$ cat src/rtl/mfp_ahb_lite_uart16550_txseq.sv
// mfp_ahb_lite_uart16550_txseq: AHB-Lite master that configures a 16550 UART and streams
// bytes from a local FIFO into its THR, pacing writes with LSR polls and a burst credit.
`timescale 1ns/1ps
module mfp_ahb_lite_uart16550_txseq #(
    parameter logic [31:0] BASE_ADDR = 32'h1F00_0000,
    parameter logic [15:0] DIVISOR   = 16'd27,
    parameter logic [7:0]  LCR_VALUE = 8'h03,
    parameter int          FIFO_AW   = 3
) (
    input  logic               HCLK,
    input  logic               HRESETn,
    output logic [31:0]        HADDR,
    output logic [2:0]         HBURST,
    output logic               HMASTLOCK,
    output logic [3:0]         HPROT,
    output logic [2:0]         HSIZE,
    output logic [1:0]         HTRANS,
    output logic               HWRITE,
    output logic [31:0]        HWDATA,
    input  logic [31:0]        HRDATA,
    input  logic               HREADY,
    input  logic               HRESP,
    input  logic [7:0]         tx_data,
    input  logic               tx_valid,
    output logic               tx_ready,
    output logic               init_done,
    output logic               busy,
    output logic               bus_err,
    output logic [FIFO_AW:0]   fifo_level
);
    localparam int DEPTH = 1 << FIFO_AW;

    typedef enum logic [1:0] {S_CFG, S_IDLE, S_POLL, S_THR} state_t;

    state_t           state, state_n;
    logic [2:0]       step, step_n;
    logic [4:0]       credit, credit_n;
    logic             init_n, aph, dph, issue, done, pop, push, more, empty, full, wr;
    logic [7:0]       off, wbyte, cfg_off, cfg_byte, head;
    logic [7:0]       mem [DEPTH];
    logic [FIFO_AW:0] wptr, rptr;
    logic             unused_hrdata;

    assign HBURST        = 3'b000;
    assign HMASTLOCK     = 1'b0;
    assign HPROT         = 4'b0011;
    assign HSIZE         = 3'b010;
    assign HTRANS        = {aph, 1'b0};
    assign unused_hrdata = ^{HRDATA[31:6], HRDATA[4:0]};

    assign fifo_level = wptr - rptr;
    assign empty      = wptr == rptr;
    assign full       = fifo_level[FIFO_AW];
    assign tx_ready   = !full;
    assign push       = tx_valid && !full;
    assign head       = mem[rptr[FIFO_AW-1:0]];
    assign busy       = state != S_IDLE || !empty;
    assign done       = dph && HREADY;
    // FIFO still holds a byte after the current pop
    assign more       = fifo_level > (FIFO_AW+1)'(1) || push;

    always_ff @(posedge HCLK)
        if (push) mem[wptr[FIFO_AW-1:0]] <= tx_data;

    always_comb begin
        cfg_off  = 8'h08;
        cfg_byte = 8'h07;
        case (step)
            3'd0: begin cfg_off = 8'h0C; cfg_byte = 8'h80 | LCR_VALUE; end
            3'd1: begin cfg_off = 8'h00; cfg_byte = DIVISOR[7:0];      end
            3'd2: begin cfg_off = 8'h04; cfg_byte = DIVISOR[15:8];     end
            3'd3: begin cfg_off = 8'h0C; cfg_byte = LCR_VALUE;         end
            default: ;
        endcase
    end

    always_comb begin
        state_n  = state;
        step_n   = step;
        credit_n = credit;
        init_n   = init_done;
        pop      = 1'b0;
        issue    = !aph && !dph && state != S_IDLE;
        wr       = state != S_POLL;
        off      = state == S_CFG ? cfg_off : state == S_POLL ? 8'h14 : 8'h00;
        wbyte    = state == S_CFG ? cfg_byte : head;
        unique case (state)
            S_CFG:
                if (done) begin
                    step_n = step + 3'd1;
                    if (step == 3'd4) begin
                        state_n = S_IDLE;
                        init_n  = 1'b1;
                    end
                end
            S_IDLE:
                if (!empty) state_n = credit != 5'd0 ? S_THR : S_POLL;
            S_POLL:
                if (done && !HRESP && HRDATA[5]) begin
                    credit_n = 5'd16;
                    state_n  = S_THR;
                end
            S_THR:
                if (done) begin
                    pop      = 1'b1;
                    credit_n = credit - 5'd1;
                    state_n  = !more ? S_IDLE : credit_n != 5'd0 ? S_THR : S_POLL;
                end
        endcase
    end

    always_ff @(posedge HCLK or negedge HRESETn) begin
        if (!HRESETn) begin
            state     <= S_CFG;
            step      <= 3'd0;
            credit    <= 5'd0;
            init_done <= 1'b0;
            bus_err   <= 1'b0;
            aph       <= 1'b0;
            dph       <= 1'b0;
            wptr      <= '0;
            rptr      <= '0;
            HADDR     <= BASE_ADDR;
            HWRITE    <= 1'b0;
            HWDATA    <= 32'h0;
        end else begin
            state     <= state_n;
            step      <= step_n;
            credit    <= credit_n;
            init_done <= init_n;
            bus_err   <= bus_err | (done & HRESP);
            aph       <= issue;
            dph       <= aph | (dph & !HREADY);
            wptr      <= wptr + (FIFO_AW+1)'(push);
            rptr      <= rptr + (FIFO_AW+1)'(pop);
            if (issue) begin
                HADDR  <= BASE_ADDR + {24'h0, off};
                HWRITE <= wr;
                HWDATA <= {24'h0, wr ? wbyte : 8'h00};
            end
        end
    end
endmodule

$ cat config.mk
export PLATFORM = sky130hd
export DESIGN_NAME = mfp_ahb_lite_uart16550_txseq
export DESIGN_NICKNAME = d
export VERILOG_FILES = /design/src/rtl/mfp_ahb_lite_uart16550_txseq.sv
export SDC_FILE = /design/constraint.sdc
export NUM_CORES = 1
export LEC_CHECK = 0
export ABC_AREA = 1
export BUFFER_PORTS_ARGS = -buffer_cell sky130_fd_sc_hd__buf_2
export CORE_MARGIN = 2
export CORE_UTILIZATION = 53
export CTS_BUF_LIST = sky130_fd_sc_hd__clkbuf_16
export CTS_CLUSTER_DIAMETER = 100
export CTS_CLUSTER_SIZE = 25
export DETAILED_ROUTE_END_ITERATION = 10
export GPL_TIMING_DRIVEN = 0
export MAX_ROUTING_LAYER = met4
export PLACE_DENSITY = 0.89
export SETUP_SLACK_MARGIN = 0.3
export SLEW_MARGIN = 20
export SYNTH_ARGS = -nofsm -noshare
export SYNTH_HDL_FRONTEND = slang
export SYNTH_SLANG_ARGS = --single-unit
$ cat constraint.sdc
create_clock -name HCLK -period 2.9 [get_ports HCLK]
set_clock_uncertainty 0.2 [all_clocks]
set_input_delay 0.87 -clock HCLK [delete_from_list [all_inputs] [get_ports HCLK]]
set_output_delay 0.87 -clock HCLK [all_outputs]
set_load 0.005 [all_outputs]
Word-level counts from Yosys, hierarchy flattened
Memory sizes are Yosys's and may differ from the RTL's.
Index checks and enable logic that the tools add are counted.
Word-level totals
  flip-flop bits (word level): 63
  bits in writable memories: 64
  memories kept: 1
  input port bits: 45
  output and inout port bits: 86
Memory list
  mem: words 8, width 8, read ports 1, clocked after memory_dff 0, wr ports 1, line 40  | logic [7:0] mem [DEPTH];
Operators by class
  bitwise operators: 4
  order comparisons: 1
  add/sub/neg operators: 6
  muxes and demuxes: 22
  eq/ne operators: 15
  reductions and logical operators: 24
Operators by type and width (count)
  8-bit case mux with 4 select lines: 1
  29-bit by 8-bit adder with 30-bit output, first input constant: 1
  8-bit two-way mux: 3
  5-bit two-way mux: 3
  2-bit two-way mux: 6
  4-bit case mux with 3 select lines: 1
  5-bit case mux with 2 select lines: 1
  5-bit nonzero test: 2
  4-bit by 1-bit adder with 4-bit output: 2
  2-bit inequality test, second input constant: 4
  2-bit case mux with 4 select lines: 1
  3-bit by 2-bit == test with 1-bit output, second input constant: 2
  1-bit logical AND: 6
  1-bit logical NOT: 6
  1-bit two-way mux: 6
  2-bit by 1-bit inequality test with 1-bit output, second input constant: 3
  3-bit AND reduction: 2
  5-bit AND reduction: 1
  5-bit by 1-bit subtractor with 5-bit output, second input constant: 1
  2-bit == test, second input constant: 2
  4-bit == test: 1
  4-bit by 1-bit > comparator with 1-bit output, second input constant: 1
  4-bit subtractor: 1
  3-bit by 1-bit adder with 3-bit output, second input constant: 1
  11 further kinds: 14

Longest topological paths before layout
Gate-level depths: netlist of run 1.
  word-level depth: 7
  gate-level depth with buffers: 11

Worst setup path after synthesis of run 1
No wires, ideal clock.
  kind: register -> register
  start point: register rptr[1]
  end point: memory mem[6][0], enable pin
  setup slack: 188 ps
  buffers on the path: 1
  data arrival time: 2117 ps
  clock period less this slack: 2712 ps
  stages on the path, launching flop included: 9
  data required time: 2305 ps
  cell sequence: dfrtp_1 inv_1 buf_2 ha_1 nand3_1 nand2_1 nand2_1 nand2_1 nor4_1
Between the ends
  word-level cells in the longest chain between the ends: 5
Ends and longest elaborated chain
  start, declared: line 41  | logic [FIFO_AW:0] wptr, rptr;
  start signal, assigned: line 135  | rptr <= rptr + (FIFO_AW+1)'(pop);
  4-bit subtractor: line 51  | assign fifo_level = wptr - rptr;
  via fifo_level[3]: line 29  | output logic [FIFO_AW:0] fifo_level
  1-bit logical NOT: line 55  | assign push = tx_valid && !full;
  1-bit logical AND: line 55
  1-bit two-way mux: line 63  | if (push) mem[wptr[FIFO_AW-1:0]] <= tx_data;
  1-bit two-way mux (implied by the code): line 63
  end, declared: line 40
The timed path passes the listed nets, and every way through them passes these cells.

Worst setup path in the final report of run 1
  start point: register rptr[2]
  end point: output tx_ready
Between the ends
  word-level cells in the longest chain between the ends: 2
Ends and longest elaborated chain
  4-bit subtractor: line 51
  1-bit logical NOT: line 54  | assign tx_ready = !full;
  end, declared: line 25  | output logic tx_ready,
No other way between the ends.

==> flow_summary.ini, run 1 <==
[synth]
yosysTopAreaCellShare_pct = 39.30
yosys-top-cells-area = edfxtp_1 (39%), dfrtp_1 (17%), buf_4 (10%)
synth_edf_count = 64
synthAdderAreaFrac_pct = 4.248
syn_avg_cell_area_um2 = 9.721
synth-seq-cells = 98
synthXorXnorAreaFrac_pct = 1.075
synth_top_family_by_area = simple AND/OR/NAND/NOR gates
synth_seq_area_share_pct = 56.70
synth_compound_area_share_pct = 4.273
synth-warning-count = 0
synth-simple-area-share_pct = 18.86
netlist_area_mm2 = 0.004890
ys_types = 26
synth_mux_area_share_pct = 0
synth_flop_cell = edfxtp_1
synth_top_area_cell = edfxtp_1
async_flop_share_pct = 34.69
syn_inst = 503

[global_route]
grt_usage_pct = 25.09
grt_max_degree = 35
grt_overflow_total = 0
grt_first_pass_wirelength_mm = 18.42
antenna_found_initial = 0
grt_pass1_vias = 3651

[timing]
final-setup-viol-count = 0
hold_violations = 0
rsz0062_at_grt = true
fin_crit_ns = 2.876
fin_crit_sh_pct = 99.17
whs_ns = 0.2776
fmax_mhz = 347.7
worst_slew_pin_slew_ns = 0.7807
setup_slack_ns = 0.02418
slew_headroom_pct = 47.55
drv_slew = 0

[final_layout]
nets = 706
multi_input_area_mm2 = 0.001847
areaGrowthSynthToFinish_pct = 29.02
fill_cells = 582
antenna_cells = 0
fin_cells = 761
seqCellArea_mm2 = 0.002776
drive_above_1_share_pct = 29.38
final_area_mm2 = 0.006309

[routing]
vias = 4071
routedWlPerCell_um = 17.78
drt_pre_antenna_iters = 5
drt-total-wl_mm = 13.53
drt_iter0_markers = 465
route.detailed.drc = 0
via_per_inst = 5.350
final_antenna_net_count = 0

[clock_tree]
cts_made_buffers = 9
clk_pin_slew_worst_paths_ns = 0.07
ctsHoldBuffers = 0
htree_levels = 3
cts_root_buf = clkbuf_16
cts_max_path_buffers = 2
clk_latency_ns = 0.34
cts_tree = yes
numClockSinks = 98

[placement]
pre_cts_ws_ns = -0.2930
io_buffer_count = 34
place_area_mm2 = 0.005463
place_congestion = 0.8666
dp.final_hpwl_mm = 7.286
dp.cells = 713

[floorplanning]
ios = 131
die_w_um = 100.1
initial_core_util_pct = 53.68
rows = 35
core_area_mm2 = 0.009109
die_h_um = 100.1
die-area_mm2 = 0.01001

[critical_path]
required_ns = 1.83
arrival_ns = 1.81
crit_family = flip-flops
end_kind = primary output
slowest_delay_ns = 0.45
path_cells = clkinv_4, ha_4, a21oi_4, nand3_4, nand2_4, inv_1, buf_2
cp-startpoint = rptr[2]
cp-start-kind = flop
r2r-start = rptr[2]
worst-path-max-fanout = 4
path_buf_inv = 3
crit_type = flop to primary output
critPathSlowestCell = dfrtp_1

[worst_hold_path]
hold_start = HADDR[3]
hp-class = flop to flop

[status]
status = finished, final reports clean

[flow_run]
drv_cap = 0

[power_and_ir_drop]
static-leakage-power_nw = 2.966
power_density_mw_per_mm2 = 1118
ir_drop_v = 0.0005490
==> per-stage QoR <==
stage               setup TNS, ns  total power [mW]  util (%)
floorplan                       0             3.662         -
global placement           -21.32             4.283     59.67
detailed placement         -12.46             4.441     59.97
CTS                             0             6.104     66.41
global route             -0.03475             7.376     69.26
finish                          0             7.055     69.26
==> cell usage in the layout, fill, tap and decap left out, types with 9 or more instances in the layout <==
master     count
nor2_1        42
nand2_1      102
inv_1         42
edfxtp_1      64
dfrtp_1       31
buf_4         85
conb_1        65
o21ai_0       21
buf_6         18
nand3_1       51
clkbuf_16      9
buf_2         38
ha_1          12
==> registers in the layout, summed over array words and instances, names as in the netlist, 2 cells and up <==
name and count:
credit 5, rptr 4, HADDR 3, HWDATA 8, state 2, wptr 4, mem 64, step 3
==> worst min-delay path, cell delays in order (launching register included) <==
cell and delay, ns:
dfrtp_1 0.34, nand2_1 0.05, nand2_1 0.05
==> repair_timing <==
| item | in CTS | in global routing |
|---|---|---|
| pin swaps | 9 | 8 |
| buffers inserted | 25 | 7 |
| setup endpoints to repair | 71 | 65 |
| gates resized for setup | 28 | 40 |
==> layout make-up <==
type                       count  area share [%]
sequential                    98           44.01
multi-input combinational    346           29.27
buffer                        79           8.925
timing repair buffer          68           8.033
clock buffer                   9           3.570
inverter                      43           2.717
tap                          111           2.202
clock inverter                 7           1.269
==> synth_stat cells, types with 2 or more instances <==
cell	instances
edfxtp_1	64
o21ai_0	21
or2_2	2
conb_1	2
inv_1	42
ha_1	15
buf_4	67
nand2_1	108
nor2_1	50
buf_2	7
nand3_1	56
o21bai_1	2
nand4_1	2
dfrtp_1	34
clkbuf_1	5
o211ai_1	5
xor2_1	6
a21oi_1	6
nor4_1	2
==> power breakdown <==
group          switching [mW]  internal (mW)  total, mW
clock                   0.507          0.743       1.25
sequential              0.259           1.85       2.11
combinational            2.22           1.47       3.69
total                    2.99           4.07       7.05
==> routing by layer <==
layer  track usage [%]  wire length [um]
met5                 -                 0
met4             11.28               682
met3             5.780              1548
met1             28.38              4596
met2             42.67              6702
==> final timing paths <==
kind,depth (start not counted),end,slack [ns]
worst max-delay path,7,tx_ready,0.02
worst min-delay path,2,HADDR[3],0.28
worst max register to register,10,mem[2][7],0.09
worst min register to register,2,HADDR[3],0.28
max in group asynchronous,1,rptr[1],1.56
min in group asynchronous,1,credit[4],0.40
==> cell families (layout without fill, tap and decap cells) <==
| logic type | Yosys count | in the layout |
|---|---|---|
| fa+ha+maj | 16 | 16 |
| buf+inv | 122 | 206 |
| simple gates | 222 | 222 |
| flops | 98 | 98 |
| other cells | 2 | 65 |
| xor+xnor | 6 | 6 |
| compound gates | 37 | 37 |
Note: power is estimated with default switching activity, not from simulation.
==> inputs of run 2 (changes only) <==
- CORE_UTILIZATION: 53 -> 55
- CTS_BUF_LIST: sky130_fd_sc_hd__clkbuf_16 -> sky130_fd_sc_hd__clkbuf_4
- CTS_CLUSTER_DIAMETER: 100 -> not set
- PLACE_DENSITY: 0.89 -> 0.92
==> run 2 against run 1 <==
Net effect: global-route usage shrank 2.1 points; combinational power shrank 7.6%; setup slack is essentially flat; critical path depth grew 14; flip-flop and latch count is the same; sequential power is essentially flat; final area shrank 2.9%.
==> flow_summary.ini, run 2 (synthesized netlist as in run 1, its figures left out) <==
[worst_hold_path]
hp-class = input pin to asynchronous set/reset pin

[routing]
drt-total-wl_mm = 11.70
vias = 3832
route.detailed.drc = 0
via_per_inst = 5.055
routedWlPerCell_um = 15.44
drt_iter0_markers = 354
drt_pre_antenna_iters = 5
final_antenna_net_count = 0

[final_layout]
final_area_mm2 = 0.006127
nets = 706
fill_cells = 600
fin_util_pct = 70.60
drive_above_1_share_pct = 30.00
largest_reg_flops = 64
areaGrowthSynthToFinish_pct = 25.31
antenna_cells = 0
final_common_cell = nand2_1
final_cell_mix = nand2_1 (102), buf_4 (85), conb_1 (65)
fin_cells = 758

[clock_tree]
ctsHoldBuffers = 0
clk_pin_slew_worst_paths_ns = 0.15
clk_latency_ns = 0.43
htree_levels = 3
numClockSinks = 98
cts_made_buffers = 9
cts_tree = yes
cts_max_path_buffers = 2
cts_root_buf = clkbuf_4

[floorplanning]
die_w_um = 98.29
core_area_mm2 = 0.008678
die_h_um = 98.29
initial_core_util_pct = 56.34
rows = 34
ios = 131
die-area_mm2 = 0.009661

[power_and_ir_drop]
power.switching_mw = 2.690
netSwitchingFraction_pct = 43.29
comb_power_share_pct = 54.9
static-leakage-power_nw = 2.880
p_int_mw = 3.523
power_density_mw_per_mm2 = 1014
ir_drop_v = 0.0005511
clkPwrFrac_pct = 11.6
seqPwrFrac_pct = 33.5

[timing]
fmax_mhz = 347.8
hold_violations = 0
slew_headroom_pct = 49.67
final-setup-viol-count = 0
fin_crit_sh_pct = 99.15
setup_slack_ns = 0.02467
whs_ns = 0.2737
worst_slew_pin_slew_ns = 0.7550
rsz0062_at_grt = true
fin_crit_ns = 2.875
drv_slew = 0

[critical_path]
rrSetupSlack_ns = 0.02
end_kind = flop
path_buf_inv = 16
reg2regPathDepth = 21
critPathSlowestCell = dfrtp_1
slowest_delay_ns = 0.40
worst-path-max-fanout = 2
r2r-start = rptr[1]
crit_family = buffers and inverters
required_ns = 3.07
cp-start-kind = flop
crit_type = flop to flop
path_cells = inv_2, buf_4, buf_6, buf_4, buf_6, buf_6, buf_4, buf_6, buf_6, buf_6, buf_6, buf_6, buf_6, buf_6, buf_6, buf_6, nand3_2, nand2_2, nand2_2, nand3_2, a21oi_2
arrival_ns = 3.04
path_common_cell = buf_6
rr_endpoint = HWDATA[2]

[global_route]
grt_pass1_vias = 3610
grt_first_pass_wirelength_mm = 16.79
antenna_found_initial = 0
grt_max_degree = 35
grt_usage_pct = 23.00
grt_overflow_total = 0

[placement]
place_area_mm2 = 0.005456
io_buffer_count = 34
dp.cells = 710
dp.final_hpwl_mm = 7.154
place_congestion = 0.9509
pre_cts_ws_ns = -0.2706

[flow_run]
drv_cap = 0

[status]
status = finished, final reports clean
[run 2: final cells by class]
| cell class | count | area (um2) | share of cell area, % |
|---|---|---|---|
| flip-flops and latches | 98 | 2775 | 45.29 |
| multi-input cells | 346 | 1832 | 29.90 |
| plain buffers | 79 | 563.0 | 9.189 |
| repair buffers | 68 | 511.7 | 8.352 |
| inverters | 43 | 171.4 | 2.798 |
| well taps | 108 | 135.1 | 2.205 |
| clock buffers | 10 | 75.07 | 1.225 |
| clock inverters | 6 | 63.81 | 1.041 |
[run 2: power by group through the flow]
stage | clock network (mW) | registers [mW] | logic (mW)
after floorplan | 0 | 2.04 | 1.62
after global placement | 0 | 2.07 | 2.21
after detailed placement | 0 | 2.09 | 2.34
after CTS | 0.716 | 2.06 | 2.74
after global routing | 0.779 | 2.12 | 3.70
final | 0.723 | 2.08 | 3.41
[run 2: metrics by stage]
step	power, mW	TNS [ns]
floorplan	3.662	0
global placement	4.275	-14.88
detailed placement	4.425	-11.66
CTS	5.518	0
global route	6.593	-0.04786
finish	6.213	0
[run 2: per-layer routing]
metal,GRT usage [%],wire [um],vias to the layer above
met3,5.082,1052,43
met2,40.35,5909,230
met4,10.54,428,0
met5,-,0,-
met1,24.81,4310,1755
li1,-,-,1804
[run 2: worst max-delay path by stage]
stage                     slack, ns       endpoint  startpoint  cells after the start
after global routing          -0.03       tx_ready     rptr[1]                      9
after global placement        -0.78      mem[7][4]     rptr[2]                      7
after floorplan                0.19      mem[6][0]     rptr[1]                      8
after detailed placement      -0.27      mem[3][4]     rptr[2]                      9
final                          0.02      HWDATA[2]     rptr[1]                     21
after CTS                      0.03  fifo_level[2]     wptr[0]                      6
[run 2: timing repair]
item	4_1_cts	5_1_grt
pin swaps	12	15
gates cloned	0	0
setup endpoints to repair	72	60
buffers inserted	22	10
endpoints found under the hold margin	0	0
resized for setup	28	37
[run 2: worst reg2reg max path, stage by stage (launching register included)]
cell	delay (ns)
dfrtp_1	0.40
inv_2	0.07
buf_4	0.13
buf_6	0.10
buf_4	0.13
buf_6	0.12
buf_6	0.11
buf_4	0.12
buf_6	0.11
buf_6	0.10
buf_6	0.10
buf_6	0.10
buf_6	0.10
buf_6	0.11
buf_6	0.10
buf_6	0.10
buf_6	0.11
nand3_2	0.08
nand2_2	0.07
nand2_2	0.09
nand3_2	0.11
a21oi_2	0.15
==> inputs of run 3 (changes only) <==
- ABC_AREA: 1 -> 0
- CORE_UTILIZATION: 55 -> 54
- PLACE_DENSITY: 0.92 -> 0.91
- SLEW_MARGIN: 20 -> 5
==> run 3 against run 2 <==
Net effect: largest cell class unchanged; clock power up 7.3%; synthesized cell count down 30%; the run now ends with negative setup slack left; largest power group unchanged; maximum frequency down 10%; clock-buffer cell count down 1; sequential share of layout area up 1.7 points.
==> flow_summary.ini, run 3 <==
[status]
status = finished, violations left
failed_checks = negative setup slack

[synth]
syn_inst = 352
ys_types = 47
yosys-top-cells-area = edfxtp_1 (41%), dfrtp_1 (18%), buf_4 (10%)
syn_avg_cell_area_um2 = 13.46
synth_top_area_cell = edfxtp_1
synth-warning-count = 0
synth_common_cells = buf_4 (66), edfxtp_1 (64), dfrtp_1 (34)
async_flop_share_pct = 34.69
yosysTopAreaCellShare_pct = 40.55
synth_flop_cell = edfxtp_1
synth_seq_area_share_pct = 58.50
yosys.cell_count.top_type = buf_4
synth-seq-cells = 98
netlist_area_mm2 = 0.004740
synth_edf_count = 64

[routing]
via_per_inst = 5.170
routedWlPerCell_um = 17.05
vias = 3107
final_antenna_net_count = 0
drt-total-wl_mm = 10.25
route.detailed.drc = 0
drt_pre_antenna_iters = 5
drt_iter0_markers = 206

[placement]
io_buffer_count = 34
dp.cells = 557
dp.final_hpwl_mm = 6.289
place_congestion = 0.8925
pre_cts_ws_ns = -0.2932
place_area_mm2 = 0.005331

[clock_tree]
ctsHoldBuffers = 0
cts_made_buffers = 9
numClockSinks = 98
cts_tree = yes
htree_levels = 3
cts_max_path_buffers = 2
cts_root_buf = clkbuf_4
clk_pin_slew_worst_paths_ns = 0.17
clk_latency_ns = 0.48

[power_and_ir_drop]
seqPwrFrac_pct = 36.9
static-leakage-power_nw = 2.567
power.switching_mw = 2.190
netSwitchingFraction_pct = 39.55
ir_drop_v = 0.0005768
power_density_mw_per_mm2 = 937.7
comb_power_share_pct = 49.1
p_int_mw = 3.347
clkPwrFrac_pct = 14.0

[critical_path]
cp-start-kind = flop
end_kind = primary output
arrival_ns = 2.13
required_ns = 1.83
worst-path-max-fanout = 3
crit_type = flop to primary output

[final_layout]
seqCellArea_mm2 = 0.002776
final_common_cell = buf_4
areaGrowthSynthToFinish_pct = 24.58
fill_cells = 575
final_area_mm2 = 0.005904
antenna_cells = 0
largest_reg_flops = 64
nets = 549
multi_input_area_mm2 = 0.001745
final_cell_mix = buf_4 (86), conb_1 (65), edfxtp_1 (64)
fin_cells = 601
drive_above_1_share_pct = 39.35

[flow_run]
drv_cap = 0

[global_route]
grt_usage_pct = 20.73
grt_first_pass_wirelength_mm = 14.81
grt_pass1_vias = 2823
antenna_found_initial = 0
grt_overflow_total = 0
grt_max_degree = 35

[floorplanning]
die_h_um = 97.69
die-area_mm2 = 0.009542
die_w_um = 97.69
core_area_mm2 = 0.008636
rows = 34
initial_core_util_pct = 54.88
ios = 131

[timing]
fin_crit_ns = 3.196
drv_slew = 0
worst_slew_pin_slew_ns = 0.8149
fmax_mhz = 312.9
finalSetupTns_ns = -1.184
rsz0062_at_grt = true
fin_crit_sh_pct = 110.2
hold_violations = 0
slew_headroom_pct = 45.38
setup_slack_ns = -0.2961
final-setup-viol-count = 5

[worst_hold_path]
hp-class = input pin to asynchronous set/reset pin
[run 3: cell types whose count changed after synthesis, sizes merged, moves of 4 or more]
cell,previous run,this run
inv,42,15
nor3,1,9
mux2i,0,5
mux4,0,16
xnor2,0,4
nand2b,0,6
nand3,56,6
nor2,50,14
nand2,109,16
buf,74,69
[run 3: area by class of cell]
cell class,instances,share of cell area (%)
flip-flops and latches,98,47.02
clock buffers,9,1.144
well taps,108,2.289
plain buffers,75,9.600
clock inverters,7,1.462
multi-input cells,227,29.56
repair buffers,62,7.798
inverters,15,1.123
[run 3: through the flow]
stage	hold WS (ns)	util [%]	total power [mW]
after floorplan	0.2510	-	3.475
after global placement	0.2431	61.74	3.958
after detailed placement	0.2485	61.74	4.056
after CTS	0.2738	65.73	5.040
after global routing	0.2960	68.37	5.832
final	0.2461	68.37	5.536
[run 3: path summary, 6_finish.rpt]
path,startpoint,end,slack [ns],depth (start not counted)
min reg2reg,init_done,init_done,0.29,1
min in group HCLK,init_done,init_done,0.29,1
min,HRESETn,init_done,0.25,1
max in group asynchronous,HRESETn,wptr[0],1.72,1
max reg2reg,rptr[1],mem[1][3],0.06,9
max,rptr[1],fifo_level[3],-0.30,9
[run 3: power groups by stage]
stage | Combinational [mW] | Clock (mW) | Sequential, mW
floorplan | 1.46 | 0 | 2.02
global placement | 1.91 | 0 | 2.05
detailed placement | 1.98 | 0 | 2.07
CTS | 2.25 | 0.758 | 2.03
global route | 2.93 | 0.831 | 2.07
finish | 2.72 | 0.776 | 2.04
[run 3: critical path, stage by stage, from the launching register on]
cell	delay, ns
dfrtp_1	0.41
buf_6	0.12
clkbuf_16	0.13
inv_8	0.03
ha_4	0.27
nand3b_1	0.12
and3_4	0.20
or2_4	0.24
inv_2	0.05
buf_2	0.09
[run 3: kinds of logic (layout without fill, tap and decap cells)]
group                      after synthesis  in the layout  share of synthesized area, %
buffers and inverters                   90            168                         12.57
other                                    2             65                        0.1585
and+or+nand+nor                         67             67                         7.128
xor gates and xnor gates                 8              8                         1.478
DFF                                     98             98                         58.50
adders and majority gates               16             16                         4.382
muxes                                   24             24                         9.372
AOI/OAI and AO/OA                       47             47                         6.415
[run 3: per-layer routing]
metal	share of wire [%]	track usage [%]
met1	38	24.98
met2	50	35.38
met3	9.5	5.540
met4	2.8	4.594
met5	0	-
[run 3: timing repair]
action / CTS / global route
endpoints found under the hold margin: 0 / 0
pin swaps: 5 / 7
gates resized for setup: 19 / 13
setup buffers: 11 / 17
gates cloned: 0 / 0
endpoints found under the setup margin: 73 / 48
